[config.mk]
export PLATFORM = sky130hd
export DESIGN_NAME = snn_inference_sequencer_flat
export DESIGN_NICKNAME = d
export VERILOG_FILES = /design/src/rtl/snn_inference_sequencer_pkg.sv /design/src/rtl/snn_inference_sequencer_if.sv /design/src/rtl/snn_inference_sequencer_spike_counter.sv /design/src/rtl/snn_inference_sequencer.sv /design/src/flat_wrapper.sv
export SDC_FILE = /design/constraint.sdc
export NUM_CORES = 1
export LEC_CHECK = 0
export ABC_AREA = 1
export BUFFER_PORTS_ARGS = -buffer_cell sky130_fd_sc_hd__buf_4
export CAP_MARGIN = 5
export CORE_MARGIN = 3
export CORE_UTILIZATION = 28
export CTS_BUF_LIST = sky130_fd_sc_hd__clkbuf_8
export DETAILED_ROUTE_END_ITERATION = 7
export PLACE_DENSITY_LB_ADDON = 0.12
export SLEW_MARGIN = 25
export SYNTH_ARGS = -nofsm -noshare
export SYNTH_HDL_FRONTEND = slang
export SYNTH_SLANG_ARGS = --single-unit
[constraint.sdc]
create_clock -name clk -period 4.2 [get_ports clk]
set_input_delay 0 -clock clk [delete_from_list [all_inputs] [get_ports clk]]
set_output_delay 0 -clock clk [all_outputs]
set_load 0.05 [all_outputs]
[src/rtl/snn_inference_sequencer_pkg.sv]
// snn_ctrl_pkg: shared state encoding, network dimensions and the
// argmax helper for the SNN inference sequencer.
// Optional feature macro used by the slice: SNN_EARLY_DECISION_EN.
package snn_ctrl_pkg;

  // Trial sequencing states
  typedef enum logic [2:0] {
    ST_IDLE    = 3'd0,
    ST_PRESENT = 3'd1,
    ST_DECIDE  = 3'd2,
    ST_REST    = 3'd3,
    ST_DONE    = 3'd4
  } state_e;

  localparam int NUM_OUTPUTS = 3;
  localparam int NUM_PIXELS  = 4;
  localparam int BIAS_WIDTH  = 4;

  // Index of the largest of three counts; a later index only wins on a
  // strictly greater count, so ties resolve to the lowest index and an
  // all-zero set yields index 0.
  function automatic logic [1:0] argmax3(input logic [31:0] c0,
                                         input logic [31:0] c1,
                                         input logic [31:0] c2);
    logic [1:0]  idx;
    logic [31:0] best;
    idx  = 2'd0;
    best = c0;
    if (c1 > best) begin
      idx  = 2'd1;
      best = c1;
    end
    if (c2 > best) begin
      idx = 2'd2;
    end
    return idx;
  endfunction

endpackage

[src/rtl/snn_inference_sequencer_if.sv]
// snn_seq_if: host / core facing signals of the inference sequencer.
// Handshake: a trial is accepted on a cycle where start=1 and ready=1
// (ready is 1 only in IDLE); start while ready=0 is simply dropped, so
// the host must hold start until it sees ready. result_valid is a
// single-cycle pulse and the result fields stay stable until the next
// accept. early_exit exists only when SNN_EARLY_DECISION_EN is defined.
interface snn_seq_if
  import snn_ctrl_pkg::*;
#(
  parameter int COUNT_WIDTH = 12
) ();

  logic                         start;
  logic                         ready;
  logic                         abort;
  logic [NUM_PIXELS-1:0]        pattern_in;
  logic signed [BIAS_WIDTH-1:0] bias_in_0;
  logic signed [BIAS_WIDTH-1:0] bias_in_1;
  logic signed [BIAS_WIDTH-1:0] bias_in_2;
  logic [NUM_PIXELS-1:0]        pattern_out;
  logic signed [BIAS_WIDTH-1:0] bias_out_0;
  logic signed [BIAS_WIDTH-1:0] bias_out_1;
  logic signed [BIAS_WIDTH-1:0] bias_out_2;
  logic                         spike_out_0;
  logic                         spike_out_1;
  logic                         spike_out_2;
  logic                         result_valid;
  logic [1:0]                   winner;
  logic                         no_spike;
  logic [COUNT_WIDTH-1:0]       count_0;
  logic [COUNT_WIDTH-1:0]       count_1;
  logic [COUNT_WIDTH-1:0]       count_2;
  logic                         aborted;
`ifdef SNN_EARLY_DECISION_EN
  logic                         early_exit;
`endif
  state_e                       dbg_state;

  // Sequencer side
  modport slave (
`ifdef SNN_EARLY_DECISION_EN
    output early_exit,
`endif
    input  start, abort, pattern_in, bias_in_0, bias_in_1, bias_in_2,
    input  spike_out_0, spike_out_1, spike_out_2,
    output ready, pattern_out, bias_out_0, bias_out_1, bias_out_2,
    output result_valid, winner, no_spike, count_0, count_1, count_2,
    output aborted, dbg_state
  );

  // Host / core side
  modport master (
`ifdef SNN_EARLY_DECISION_EN
    input  early_exit,
`endif
    output start, abort, pattern_in, bias_in_0, bias_in_1, bias_in_2,
    output spike_out_0, spike_out_1, spike_out_2,
    input  ready, pattern_out, bias_out_0, bias_out_1, bias_out_2,
    input  result_valid, winner, no_spike, count_0, count_1, count_2,
    input  aborted, dbg_state
  );

endinterface

[src/rtl/snn_inference_sequencer_spike_counter.sv]
// snn_spike_counter: per-output saturating spike counter. clear wins
// over counting; the count sticks at all-ones instead of wrapping.
module snn_spike_counter #(
  parameter int COUNT_WIDTH = 12
) (
  input  logic                   clk,
  input  logic                   rst,
  input  logic                   clear_i,
  input  logic                   enable_i,
  input  logic                   spike_i,
  output logic [COUNT_WIDTH-1:0] count_o
);

  logic [COUNT_WIDTH-1:0] count_q;
  logic [COUNT_WIDTH-1:0] count_d;

  // Next count: +1 per enabled spike unless already saturated
  always_comb begin
    count_d = count_q;
    if (clear_i) begin
      count_d = '0;
    end else if (enable_i && spike_i && (count_q != '1)) begin
      count_d = count_q + 1'b1;
    end
  end

  // Count register with synchronous reset
  always_ff @(posedge clk) begin
    if (rst) begin
      count_q <= '0;
    end else begin
      count_q <= count_d;
    end
  end

  assign count_o = count_q;

endmodule

[src/rtl/snn_inference_sequencer.sv]
// snn_inference_sequencer: runs one classification trial on the SNN core.
// Latches pattern/biases on accept, presents them for WINDOW_CYCLES,
// counts output spikes, registers the argmax winner, blanks the inputs
// for REST_CYCLES and then pulses result_valid.
// Optional feature macro: SNN_EARLY_DECISION_EN (early window exit once
// one output leads every other by EARLY_MARGIN spikes).
module snn_inference_sequencer
  import snn_ctrl_pkg::*;
#(
  parameter int WINDOW_CYCLES = 2000,
  parameter int REST_CYCLES   = 50,
  parameter int COUNT_WIDTH   = 12,
  parameter int EARLY_MARGIN  = 8
) (
  input logic      clk,
  input logic      rst,
  snn_seq_if.slave bus
);

  // Timer covers both the window and the rest interval
  localparam int TIMER_MAX = (WINDOW_CYCLES > REST_CYCLES) ? WINDOW_CYCLES : REST_CYCLES;
  localparam int TIMER_W   = $clog2(TIMER_MAX + 1);
  localparam logic [TIMER_W-1:0] WIN_LAST  = TIMER_W'(WINDOW_CYCLES - 1);
  localparam logic [TIMER_W-1:0] REST_LAST = TIMER_W'((REST_CYCLES > 0) ? REST_CYCLES - 1 : 0);
  localparam bit HAS_REST = (REST_CYCLES > 0);

  state_e                       state_q;
  logic [TIMER_W-1:0]           timer_q;
  logic                         ready_q;
  logic [NUM_PIXELS-1:0]        pattern_q;
  logic signed [BIAS_WIDTH-1:0] bias_q [NUM_OUTPUTS];
  logic                         result_valid_q;
  logic [1:0]                   winner_q;
  logic                         no_spike_q;
  logic [COUNT_WIDTH-1:0]       count_q [NUM_OUTPUTS];
  logic                         aborted_q;

  logic                         accept;
  logic                         cnt_en;
  logic [NUM_OUTPUTS-1:0]       spike_vec;
  logic [COUNT_WIDTH-1:0]       cnt [NUM_OUTPUTS];
  logic [1:0]                   lead_idx;
  logic                         all_zero;
  logic                         early_hit;

  assign accept    = (state_q == ST_IDLE) && bus.start;
  assign cnt_en    = (state_q == ST_PRESENT);
  assign spike_vec = {bus.spike_out_2, bus.spike_out_1, bus.spike_out_0};

  // One saturating counter per output neuron, cleared on accept
  for (genvar k = 0; k < NUM_OUTPUTS; k++) begin : g_cnt
    snn_spike_counter #(
      .COUNT_WIDTH(COUNT_WIDTH)
    ) u_cnt (
      .clk      (clk),
      .rst      (rst),
      .clear_i  (accept),
      .enable_i (cnt_en),
      .spike_i  (spike_vec[k]),
      .count_o  (cnt[k])
    );
  end

  // Current leader and the no-spike condition from the live counters
  always_comb begin
    lead_idx = argmax3(32'(cnt[0]), 32'(cnt[1]), 32'(cnt[2]));
    all_zero = (cnt[0] == '0) && (cnt[1] == '0) && (cnt[2] == '0);
  end

`ifdef SNN_EARLY_DECISION_EN
  logic [32:0] lead_w;
  logic [32:0] other_a_w;
  logic [32:0] other_b_w;
  logic        early_pending_q;
  logic        early_exit_q;

  // Leader must be ahead of both other outputs by at least EARLY_MARGIN
  always_comb begin
    lead_w    = '0;
    other_a_w = '0;
    other_b_w = '0;
    case (lead_idx)
      2'd1: begin
        lead_w    = 33'(cnt[1]);
        other_a_w = 33'(cnt[0]);
        other_b_w = 33'(cnt[2]);
      end
      2'd2: begin
        lead_w    = 33'(cnt[2]);
        other_a_w = 33'(cnt[0]);
        other_b_w = 33'(cnt[1]);
      end
      default: begin
        lead_w    = 33'(cnt[0]);
        other_a_w = 33'(cnt[1]);
        other_b_w = 33'(cnt[2]);
      end
    endcase
    early_hit = (lead_w >= other_a_w + 33'(EARLY_MARGIN)) &&
                (lead_w >= other_b_w + 33'(EARLY_MARGIN));
  end

  // Early-exit flag: armed when the window is cut short, published with the winner
  always_ff @(posedge clk) begin
    if (rst) begin
      early_pending_q <= 1'b0;
      early_exit_q    <= 1'b0;
    end else begin
      if (accept) begin
        early_pending_q <= 1'b0;
      end else if ((state_q == ST_PRESENT) && !bus.abort && early_hit &&
                   (timer_q != WIN_LAST)) begin
        early_pending_q <= 1'b1;
      end
      if (state_q == ST_DECIDE) begin
        early_exit_q <= early_pending_q;
      end
    end
  end

  assign bus.early_exit = early_exit_q;
`else
  localparam int unused_early_margin = EARLY_MARGIN;
  assign early_hit = 1'b0;
`endif

  // Trial FSM: state, timer, input latches and result registers
  always_ff @(posedge clk) begin
    if (rst) begin
      state_q        <= ST_IDLE;
      timer_q        <= '0;
      ready_q        <= 1'b1;
      pattern_q      <= '0;
      bias_q[0]      <= '0;
      bias_q[1]      <= '0;
      bias_q[2]      <= '0;
      result_valid_q <= 1'b0;
      winner_q       <= 2'd0;
      no_spike_q     <= 1'b0;
      count_q[0]     <= '0;
      count_q[1]     <= '0;
      count_q[2]     <= '0;
      aborted_q      <= 1'b0;
    end else begin
      result_valid_q <= 1'b0;
      case (state_q)
        ST_IDLE: begin
          if (bus.start) begin
            state_q   <= ST_PRESENT;
            ready_q   <= 1'b0;
            timer_q   <= '0;
            aborted_q <= 1'b0;
            pattern_q <= bus.pattern_in;
            bias_q[0] <= bus.bias_in_0;
            bias_q[1] <= bus.bias_in_1;
            bias_q[2] <= bus.bias_in_2;
          end
        end
        ST_PRESENT: begin
          if (bus.abort) begin
            // Abandon the window; previous result stays on the outputs
            state_q        <= HAS_REST ? ST_REST : ST_DONE;
            result_valid_q <= !HAS_REST;
            aborted_q      <= 1'b1;
            timer_q        <= '0;
            pattern_q      <= '0;
            bias_q[0]      <= '0;
            bias_q[1]      <= '0;
            bias_q[2]      <= '0;
          end else if ((timer_q == WIN_LAST) || early_hit) begin
            state_q   <= ST_DECIDE;
            timer_q   <= '0;
            pattern_q <= '0;
            bias_q[0] <= '0;
            bias_q[1] <= '0;
            bias_q[2] <= '0;
          end else begin
            timer_q <= timer_q + 1'b1;
          end
        end
        ST_DECIDE: begin
          winner_q       <= lead_idx;
          no_spike_q     <= all_zero;
          count_q[0]     <= cnt[0];
          count_q[1]     <= cnt[1];
          count_q[2]     <= cnt[2];
          timer_q        <= '0;
          state_q        <= HAS_REST ? ST_REST : ST_DONE;
          result_valid_q <= !HAS_REST;
        end
        ST_REST: begin
          if (timer_q == REST_LAST) begin
            state_q        <= ST_DONE;
            result_valid_q <= 1'b1;
            timer_q        <= '0;
          end else begin
            timer_q <= timer_q + 1'b1;
          end
        end
        ST_DONE: begin
          state_q <= ST_IDLE;
          ready_q <= 1'b1;
        end
        default: begin
          state_q <= ST_IDLE;
          ready_q <= 1'b1;
          timer_q <= '0;
        end
      endcase
    end
  end

  assign bus.ready        = ready_q;
  assign bus.pattern_out  = pattern_q;
  assign bus.bias_out_0   = bias_q[0];
  assign bus.bias_out_1   = bias_q[1];
  assign bus.bias_out_2   = bias_q[2];
  assign bus.result_valid = result_valid_q;
  assign bus.winner       = winner_q;
  assign bus.no_spike     = no_spike_q;
  assign bus.count_0      = count_q[0];
  assign bus.count_1      = count_q[1];
  assign bus.count_2      = count_q[2];
  assign bus.aborted      = aborted_q;
  assign bus.dbg_state    = state_q;

endmodule

[src/flat_wrapper.sv]
// flat-port wrapper written by rule: the top's interface ports become plain ports
module snn_inference_sequencer_flat import snn_ctrl_pkg::*;
#(
  parameter int WINDOW_CYCLES = 2000,
  parameter int REST_CYCLES   = 50,
  parameter int COUNT_WIDTH   = 12,
  parameter int EARLY_MARGIN  = 8
)
  (clk, rst, bus_start, bus_abort, bus_pattern_in, bus_bias_in_0, bus_bias_in_1, bus_bias_in_2, bus_spike_out_0, bus_spike_out_1, bus_spike_out_2, bus_ready, bus_pattern_out, bus_bias_out_0, bus_bias_out_1, bus_bias_out_2, bus_result_valid, bus_winner, bus_no_spike, bus_count_0, bus_count_1, bus_count_2, bus_aborted, bus_dbg_state);
  snn_seq_if #(.COUNT_WIDTH(COUNT_WIDTH)) bus_i ();
  input logic clk;
  input logic rst;
  input wire logic [$bits(bus_i.start)-1:0] bus_start;
  input wire logic [$bits(bus_i.abort)-1:0] bus_abort;
  input wire logic [$bits(bus_i.pattern_in)-1:0] bus_pattern_in;
  input wire logic [$bits(bus_i.bias_in_0)-1:0] bus_bias_in_0;
  input wire logic [$bits(bus_i.bias_in_1)-1:0] bus_bias_in_1;
  input wire logic [$bits(bus_i.bias_in_2)-1:0] bus_bias_in_2;
  input wire logic [$bits(bus_i.spike_out_0)-1:0] bus_spike_out_0;
  input wire logic [$bits(bus_i.spike_out_1)-1:0] bus_spike_out_1;
  input wire logic [$bits(bus_i.spike_out_2)-1:0] bus_spike_out_2;
  output wire logic [$bits(bus_i.ready)-1:0] bus_ready;
  output wire logic [$bits(bus_i.pattern_out)-1:0] bus_pattern_out;
  output wire logic [$bits(bus_i.bias_out_0)-1:0] bus_bias_out_0;
  output wire logic [$bits(bus_i.bias_out_1)-1:0] bus_bias_out_1;
  output wire logic [$bits(bus_i.bias_out_2)-1:0] bus_bias_out_2;
  output wire logic [$bits(bus_i.result_valid)-1:0] bus_result_valid;
  output wire logic [$bits(bus_i.winner)-1:0] bus_winner;
  output wire logic [$bits(bus_i.no_spike)-1:0] bus_no_spike;
  output wire logic [$bits(bus_i.count_0)-1:0] bus_count_0;
  output wire logic [$bits(bus_i.count_1)-1:0] bus_count_1;
  output wire logic [$bits(bus_i.count_2)-1:0] bus_count_2;
  output wire logic [$bits(bus_i.aborted)-1:0] bus_aborted;
  output wire logic [$bits(bus_i.dbg_state)-1:0] bus_dbg_state;
  assign bus_i.start = bus_start;
  assign bus_i.abort = bus_abort;
  assign bus_i.pattern_in = bus_pattern_in;
  assign bus_i.bias_in_0 = bus_bias_in_0;
  assign bus_i.bias_in_1 = bus_bias_in_1;
  assign bus_i.bias_in_2 = bus_bias_in_2;
  assign bus_i.spike_out_0 = bus_spike_out_0;
  assign bus_i.spike_out_1 = bus_spike_out_1;
  assign bus_i.spike_out_2 = bus_spike_out_2;
  assign bus_ready = bus_i.ready;
  assign bus_pattern_out = bus_i.pattern_out;
  assign bus_bias_out_0 = bus_i.bias_out_0;
  assign bus_bias_out_1 = bus_i.bias_out_1;
  assign bus_bias_out_2 = bus_i.bias_out_2;
  assign bus_result_valid = bus_i.result_valid;
  assign bus_winner = bus_i.winner;
  assign bus_no_spike = bus_i.no_spike;
  assign bus_count_0 = bus_i.count_0;
  assign bus_count_1 = bus_i.count_1;
  assign bus_count_2 = bus_i.count_2;
  assign bus_aborted = bus_i.aborted;
  assign bus_dbg_state = bus_i.dbg_state;
  snn_inference_sequencer #(.WINDOW_CYCLES(WINDOW_CYCLES), .REST_CYCLES(REST_CYCLES), .COUNT_WIDTH(COUNT_WIDTH), .EARLY_MARGIN(EARLY_MARGIN)) u_core (.clk(clk), .rst(rst), .bus(bus_i));
endmodule
Word-level counts from Yosys, hierarchy flattened
Memory sizes are Yosys's and may differ from the RTL's.
Index checks and enable logic that the tools add are counted.
- flip-flop bits (word level): 60
- bits in writable memories: 48
- input port bits: 23
- output and inout port bits: 61
- logic and storage cells: 121
- memories: 2
- memories (memory ; depth ; bits a word ; rd ports ; clocked after memory_dff ; write ports ; line ; source):
    u_core.count_q ; 3 ; 12 ; 3 ; 0 ; 3 ; snn_inference_sequencer.sv:35 ; logic [COUNT_WIDTH-1:0] count_q [NUM_OUTPUTS];
    u_core.bias_q ; 3 ; 4 ; 3 ; 0 ; 3 ; snn_inference_sequencer.sv:31 ; logic signed [BIAS_WIDTH-1:0] bias_q [NUM_OUTPUTS];
- $add $sub $neg: 4
- order comparisons: 2
- equal/unequal tests: 13
- muxes and demuxes: 52
- bitwise logic cells: 15
- reduce and logical (&&, ||, !) cells: 22
- operators by type and width (operator ; number):
    12-bit 2-to-1 mux ; 4
    4-bit 2-to-1 mux ; 12
    11-bit 2-to-1 mux ; 4
    11-bit one-hot mux with 4 select lines ; 1
    12-bit by 1-bit adder with 12-bit output, second input constant ; 3
    12-bit logical NOT ; 3
    12-bit != test, second input constant ; 3
    12-bit > comparator ; 2
    1-bit 2-to-1 mux ; 22
    3-bit 2-to-1 mux ; 4
    1-bit bitwise OR ; 12
    3-bit one-hot mux with 4 select lines ; 1
    11-bit by 1-bit adder with 11-bit output, second input constant ; 1
    11-bit equality test, second input constant ; 1
    11-bit by 6-bit equality test with 1-bit output, second input constant ; 1
    1-bit logical AND ; 9
    3-bit AND reduction ; 3
    4-bit one-hot mux with 2 select lines ; 1
    3-bit by 2-bit equality test with 1-bit output, second input constant ; 2
    2-bit != test, second input constant ; 2
    1-bit one-hot mux with 2 select lines ; 2
    2-bit AND reduction ; 2
    2-bit OR reduction ; 2
    3-bit by 1-bit equality test with 1-bit output, second input constant ; 1
    other kinds (8) ; 10

Depth between registers and ports, before layout
Gate-level depths: netlist of run 1.
- depth after elaboration: 7
- depth in mapped cells: 23
- depth with buffers taken out: 22

Modules after synthesis
From an unflattened synthesis of run 1, not the netlist that was laid out.
- cells, all modules: 765
- area total of the unflattened synthesis: 5901.9 um^2
- modules (own cells, without submodules) (module ; times used ; cells each ; area an instance (um^2) ; seq. area each (um^2)):
    snn_inference_sequencer ; 1 ; 457 ; 3860.0 ; 1921.8
    snn_spike_counter (u_core.g_cnt[0].u_cnt ...) ; 2 ; 102 ; 671.9 ; 240.2
    snn_spike_counter (u_core.g_cnt[2].u_cnt) ; 1 ; 104 ; 698.2 ; 240.2

Worst setup path before layout of run 1
OpenSTA, ideal clock, no wires.
- path type: flip-flop to flip-flop
- start: register u_core.g_cnt[0].u_cnt.count_q[7]
- end: register u_core.winner_q[0] (netlist: u_core.bus.winner[0])
- setup time: 0.114 ns
- data arrival time: 2.433 ns
- data required time: 4.086 ns
- setup slack: 1.653 ns
- cell stages (with the launch flop): 21
- buffers on the path: 1
- clock period less this slack: 2.547 ns
- path through: dfxtp_1 inv_1 ha_1 nand2_1 inv_1 nand2_1 nand2_1 nand2_1 nand2_1 o21bai_2 clkbuf_1 o21ai_0 ha_1 nand2_1 nor2_1 and2_1 nand2_1 nand3_1 nand2_1 nand3_1 nand2_1
- cells in the longest elaborated chain, start to end: 4
- elaborated cells between the ends (all ways): 5
- those cells by class: order compare (2); mux (3)
- RTL lines (item ; line ; source):
    from (decl) ; snn_inference_sequencer_spike_counter.sv:14 ; logic [COUNT_WIDTH-1:0] count_q;
    from (signal assigned) ; snn_inference_sequencer_spike_counter.sv:32 ; count_q <= count_d;
    12-bit > comparator ; snn_inference_sequencer_pkg.sv:29 ; if (c1 > best) begin
    12-bit 2-to-1 mux ; snn_inference_sequencer_pkg.sv:29 ;
    12-bit > comparator ; snn_inference_sequencer_pkg.sv:33 ; if (c2 > best) begin
    2-bit 2-to-1 mux (*) ; snn_inference_sequencer_pkg.sv:33 ;
    to (signal assigned) ; snn_inference_sequencer.sv:182 ; winner_q <= lead_idx;
    to (decl) ; snn_inference_sequencer.sv:33 ; logic [1:0] winner_q;
Mark *: on every way between the ends. The rest lies on a longest branch, timed or not.
A chain may end at the register's enable or synchronous reset.

Final worst setup path of run 1
- start: register u_core.g_cnt[0].u_cnt.count_q[2]
- end: register u_core.winner_q[0] (netlist: u_core.bus.winner[0])
Same word-level chain as after synthesis.

==> results.yml, run 1 <==
pwr:
  p_sw_mw: 0.8624
  power.total_mw: 2.546
  clock_power_share: 0.274
  powerDensity_nw_per_um2: 356.6
  peakVddDrop_v: 0.0001323
  p_int_mw: 1.684
  swShare: 0.3387
  leakage_nw: 2.975
  p_seq_frac: 0.468
  comb_power_share: 0.258
clocking:
  cts_tree: "built"
  cts_resized: 0
  clockBufferDepth: 2
  clkTransAtPathRegs_ns: 0.10
  cts_sinks: 108
  clk-insertion-delay-late_ns: 0.39
  cts_root_buf: "clkbuf_8"
  htree_num_levels: 3
  cts_buffers: 9
routing:
  first_pass_iters: 5
  drc: 0
  wl_per_cell_um: 13.95
  wirelength_um: 15620
  detail-route-antenna-nets: 0
  viasPerCell: 4.430
  dr_total_vias: 4962
  dr.first_iter.drc_count: 300
synth:
  synthTopCellsByArea: "edfxtp_1 (25%), dfxtp_1 (21%), nand2_1 (12%)"
  synth_largest_area_cell: "edfxtp_1"
  syn_nets: 796
  synth_top_cell_area_share: 0.2478
  avgSynthCellArea_um2: 7.850
  ys_types: 35
  yosys_warnings: 0
  synthCells: 741
  syn_area_um2: 5817
  seq_area_frac_synth: 0.4543
  ys_ff_latch: 108
timing:
  fin_crit_sh: 0.7649
  period_minus_slack_ns: 3.213
  hold_slack_ns: 0.1173
  setup_tns_ns: 0
  tightest_slew_ns: 0.7389
  setup_viol: 0
  slew_violations: 0
  timing.fmax_mhz: 311.3
  final-hold-violation-count: 0
  slew_headroom: 0.5071
  setup_slack_ns: 0.9873
  finClkSkew_ns: 0.01475
  rsz0062_at_grt: "false"
finish:
  layout_common_cells: "nand2_1 (181), nor2_1 (101), inv_1 (91), buf_4 (86), dfxtp_1 (60)"
  final_common_cell: "nand2_1"
  nFillCells: 2226
  area_growth_pct: 22.76
  stdcell_count: 1120
  seq_area_um2: 2643
  nets: 900
  post-route-util: 0.3518
  final_layout_size_suffix_gt1_frac: 0.1576
  antenna_cells: 0
  final_area_um2: 7141
  multi_input_area_um2: 2715
worst_hold_path:
  min_path_type: "in -> reg"
run_status:
  status: "complete, no violations"
setup_path:
  critPathCaptureType: "register"
  start_kind: "register"
  r2r_slack_ns: 0.99
  critPathArrivalTime_ns: 3.51
  worstSetupPathType: "reg -> reg"
  critPathMaxFanout: 24
  crit_required_ns: 4.49
placement:
  dp_hpwl_um: 11350
  place_area_um2: 6701
  post-place-ws_ns: 1.030
  dpl.cell_count: 1081
  io_buffers: 83
  place_congestion: 0.8281
global_routing:
  grt_max_degree: 38
  grt_pass1_wl_um: 25320
  grt_util_all_layers: 0.1434
  first_global_vias: 4800
  antenna_found_initial: 0
  gr-total-overflow: 0
floorplan:
  row_count: 52
  die_y_um: 150.1
  core-area_um2: 20300
  dieArea_um2: 22540
  start_util: 0.2866
  die_x_um: 150.1
  io_pins: 84
flow_run:
  maxCapViolations: 0
-- cell type report --
type                       instances  area share
sequential                       108      0.3701
multi-input combinational        521      0.3802
clock buffer                       9     0.01735
clock inverter                     7     0.01192
tap                              270     0.04731
timing repair buffer             109      0.1227
inverter                          96     0.05046
-- worst max-delay path: stages, from the launching register on --
cell,delay (ns)
dfxtp_1,0.43
inv_1,0.21
ha_1,0.32
nand2_1,0.06
inv_1,0.05
nand2_1,0.06
a21oi_1,0.08
o21bai_2,0.61
o21ai_0,0.30
ha_1,0.37
nand2_1,0.05
nor2_1,0.11
and2_1,0.16
nand2_1,0.05
nand3_1,0.06
nand2_1,0.06
nand3_1,0.08
nand2_1,0.04
-- Yosys cell counts --
cell type / number
nand2_2: 8
a21oi_2: 1
and2_1: 1
buf_2: 8
clkbuf_2: 2
nor3_2: 2
o21bai_2: 1
nor3_4: 1
nor2_2: 7
nand4_1: 19
nor4_1: 5
nand2_1: 181
nor2_4: 5
buf_6: 2
a31oi_1: 1
a21o_1: 2
o21ai_2: 2
xor2_1: 21
nand3_1: 29
o21bai_1: 1
dfxtp_1: 60
o21ai_1: 1
clkbuf_1: 3
buf_8: 1
nand3b_1: 1
a21oi_1: 46
edfxtp_1: 48
inv_2: 7
o21ai_0: 30
nand2_4: 1
ha_1: 32
nor2_1: 101
inv_1: 89
o2111ai_1: 1
nor3_1: 21
-- flip-flops by register name, indices dropped and copies added (netlist names), 2 cells and up --
name / count
u_core.g_cnt.u_cnt.count_o: 36
u_core.bus.dbg_state: 3
u_core.timer_q: 11
u_core.bus.winner: 2
u_core.count_q: 36
u_core.bus.pattern_out: 4
u_core.bias_q: 12
-- kinds of logic after synthesis --
family,synth area share
xor+xnor,0.03162
compound gates,0.07916
simple gates,0.2872
flops,0.4543
fa+ha+maj,0.06883
buf+inv,0.07894
-- power by group through the flow --
stage | Clock [mW] | Combinational [mW] | Sequential [mW]
floorplan | 0 | 0.269 | 1.40
global placement | 0 | 0.648 | 1.22
detailed placement | 0 | 0.646 | 1.22
CTS | 0.732 | 0.666 | 1.19
global route | 0.764 | 0.722 | 1.20
finish | 0.698 | 0.656 | 1.19
-- final timing paths --
path / startpoint / to / cells after the start
setup / recovery: u_core.g_cnt[0].u_cnt.count_o[2]$_SDFFE_PP0P_ / u_core.bus.winner[0]$_SDFFE_PP0P_ / 17
hold / removal: bus_spike_out_1 / u_core.g_cnt[1].u_cnt.count_o[1]$_SDFFE_PP0P_ / 5
setup reg to reg: u_core.g_cnt[0].u_cnt.count_o[2]$_SDFFE_PP0P_ / u_core.bus.winner[0]$_SDFFE_PP0P_ / 17
hold reg to reg: u_core.bus.no_spike$_SDFFE_PP0P_ / u_core.bus.no_spike$_SDFFE_PP0P_ / 2
-- repair_timing --
item | in CTS | in global routing
endpoints found under the hold margin | 25 | 0
buffers inserted | 0 | 0
hold buffers | 23 | 0
-- routing by layer --
metal	share of wire	GRT usage
met1	0.47	0.1902
met2	0.48	0.2446
met3	0.041	0.02830
met4	0.0076	0.02745
met5	0	0
Power figures use the tool's default switching activity.
==> inputs of run 2 (changes only) <==
- clock period: 4.2 -> 3 ns (I/O delays scaled with it)
==> run 2 against run 1 <==
Against the previous run: total power up 36%; sequential share of layout area down 0.83 points; cell count up 2.1%; non-clock buffer count up 23; design area up 2.3%; first-iteration DRC count up 4.3%; die area unchanged; count of clock-buffer cells in the layout unchanged; register-to-register slack worse by 0.68 ns; via count up 3.4%; routed wire length up 4.8%.
==> results.yml, run 2 (synthesis gave the netlist of run 1 again) <==
timing:
  slew_headroom: 0.5678
  timing.fmax_mhz: 370.8
  fin_crit_sh: 0.8989
  tightest_slew_ns: 0.6474
  slew_violations: 0
  final-hold-violation-count: 0
  period_minus_slack_ns: 2.697
  finClkSkew_ns: 0.01482
  setup_viol: 0
  setup_tns_ns: 0
floorplan:
  dieArea_um2: 22540
  core-area_um2: 20300
  die_x_um: 150.1
  die_y_um: 150.1
  start_util: 0.2866
  io_pins: 84
  row_count: 52
placement:
  dpl.cell_count: 1104
  dp_hpwl_um: 12070
  io_buffers: 83
  place_congestion: 0.8322
pwr:
  powerDensity_nw_per_um2: 472.3
  peakVddDrop_v: 0.0001826
  leakage_nw: 3.067
flow_run:
  maxCapViolations: 0
routing:
  detail-route-antenna-nets: 0
  wirelength_um: 16370
  dr_total_vias: 5130
  drc: 0
  viasPerCell: 4.488
  wl_per_cell_um: 14.32
  dr.first_iter.drc_count: 313
  first_pass_iters: 5
finish:
  nets: 923
  nFillCells: 2227
  area_growth_pct: 25.62
  final_common_cell: "nand2_1"
  antenna_cells: 0
  stdcell_count: 1143
  layout_common_cells: "nand2_1 (181), buf_4 (106), nor2_1 (100), inv_1 (89), dfxtp_1 (59)"
  final_layout_size_suffix_gt1_frac: 0.1844
  post-route-util: 0.3600
run_status:
  status: "complete, no violations"
global_routing:
  first_global_vias: 4901
  use_met3: 0.02288
  grt_util_all_layers: 0.1487
  grt.met1_usage: 0.1994
  global_route.peak_usage_layer: "met2"
  antenna_found_initial: 0
  use_met2: 0.2514
  grt_max_degree: 38
  grt_pass1_wl_um: 26180
  gr-total-overflow: 0
setup_path:
  worst-path-buf-inv: 2
  critPathCaptureType: "register"
  crit_chain: "inv_1 -> ha_1 -> nand2_1 -> nor2_2 -> nand2_1 -> nor2_1 -> o21bai_2 -> buf_6 -> o21ai_0 -> ha_1 -> nand2_1 -> nor2_1 -> and2_1 -> nand2_1 -> nand3_1 -> nand2_1 -> nand3_1 -> nand2_1"
  cp_slowest_cell: "dfxtp_1"
  crit_required_ns: 3.29
  slowest_delay_ns: 0.39
  path_common_cell: "nand2_1"
  startpoint: "u_core.g_cnt[0].u_cnt.count_o[7]$_SDFFE_PP0P_"
  worstSetupPathType: "reg -> reg"
  path_delay_family: "simple AND/OR/NAND/NOR gates"
  start_kind: "register"
  reg2regPathDepth: 18
  critPathMaxFanout: 24
  critPathArrivalTime_ns: 2.99
  cp.depth: 18
  reg2reg_from: "u_core.g_cnt[0].u_cnt.count_o[7]$_SDFFE_PP0P_"
worst_hold_path:
  min_path_type: "in -> reg"
  min_path_cells: 5
  hp-start: "bus_spike_out_1"
clocking:
  cts_root_buf: "clkbuf_8"
  clkTransAtPathRegs_ns: 0.10
  clockBufferDepth: 2
  htree_num_levels: 3
  cts_tree: "built"
  cts_sinks: 108
  clk-insertion-delay-late_ns: 0.39
  cts_buffers: 9
[run 2: changes by cell type in the layout (fill, tap and decap cells not counted), sizes merged]
| cell | previous run | this run |
|---|---|---|
| buf | 86 | 109 |
| clkinvlp | 0 | 2 |
| clkinv | 3 | 4 |
| bufinv | 2 | 0 |
| inv | 98 | 97 |
[run 2: cell type report]
type	instances	area (um2)	share of cell area
Clock buffer	9	123.9	0.01695
Clock inverter	7	42.54	0.005822
Inverter	96	360.3	0.04932
Multi-Input combinational cell	521	2721	0.3724
Sequential cell	108	2644	0.3618
Tap cell	270	337.8	0.04623
Timing Repair Buffer	132	1077	0.1474
[run 2: where the power goes]
| group | leakage [nW] | switching, mW | internal, mW | total (mW) |
|---|---|---|---|---|
| Clock | 0.0806 | 0.545 | 0.298 | 0.843 |
| Sequential | 0.992 | 0.0386 | 1.63 | 1.66 |
| Combinational | 1.99 | 0.656 | 0.287 | 0.943 |
[run 2: layer usage]
layer	vias up	part of all wire
met3	9	0.033
met2	85	0.48
met4	0	0.011
li1	2658	-
met1	2378	0.47
met5	-	0
[run 2: per-stage QoR]
step                      worst slack, ns  cell area, um2  hold WS (ns)  power, mW
final                              0.3034            7307        0.1138      3.451
after global routing             -0.02432            7307        0.1287      3.635
after CTS                          0.2273            7296       0.08864      3.498
after detailed placement           0.2533            6899        0.2675      2.624
after global placement             0.3255            6899        0.2677      2.625
after floorplan                    0.4530            5817        0.1447      2.342
[run 2: worst register-to-register path: stages (launching register included)]
cell and delay, ns:
dfxtp_1 0.39, inv_1 0.08, ha_1 0.30, nand2_1 0.08, nor2_2 0.13, nand2_1 0.10
nor2_1 0.13, o21bai_2 0.14, buf_6 0.19, o21ai_0 0.12, ha_1 0.30, nand2_1 0.07
nor2_1 0.12, and2_1 0.16, nand2_1 0.06, nand3_1 0.06, nand2_1 0.06, nand3_1 0.08
nand2_1 0.05
[run 2: path summary, 6_finish.rpt]
path / to / slack (ns)
hold / removal: u_core.g_cnt[1].u_cnt.count_o[1]$_SDFFE_PP0P_ / 0.11
setup / recovery: u_core.bus.winner[0]$_SDFFE_PP0P_ / 0.30
setup reg to reg: u_core.bus.winner[0]$_SDFFE_PP0P_ / 0.30
hold reg to reg: u_core.bus.no_spike$_SDFFE_PP0P_ / 0.48
[run 2: timing repair]
item | in CTS | in global routing
hold buffers | 23 | 0
endpoints found under the hold margin | 25 | 0
setup buffers | 0 | 0
setup endpoints to repair | 0 | 2
resized for setup | 0 | 4
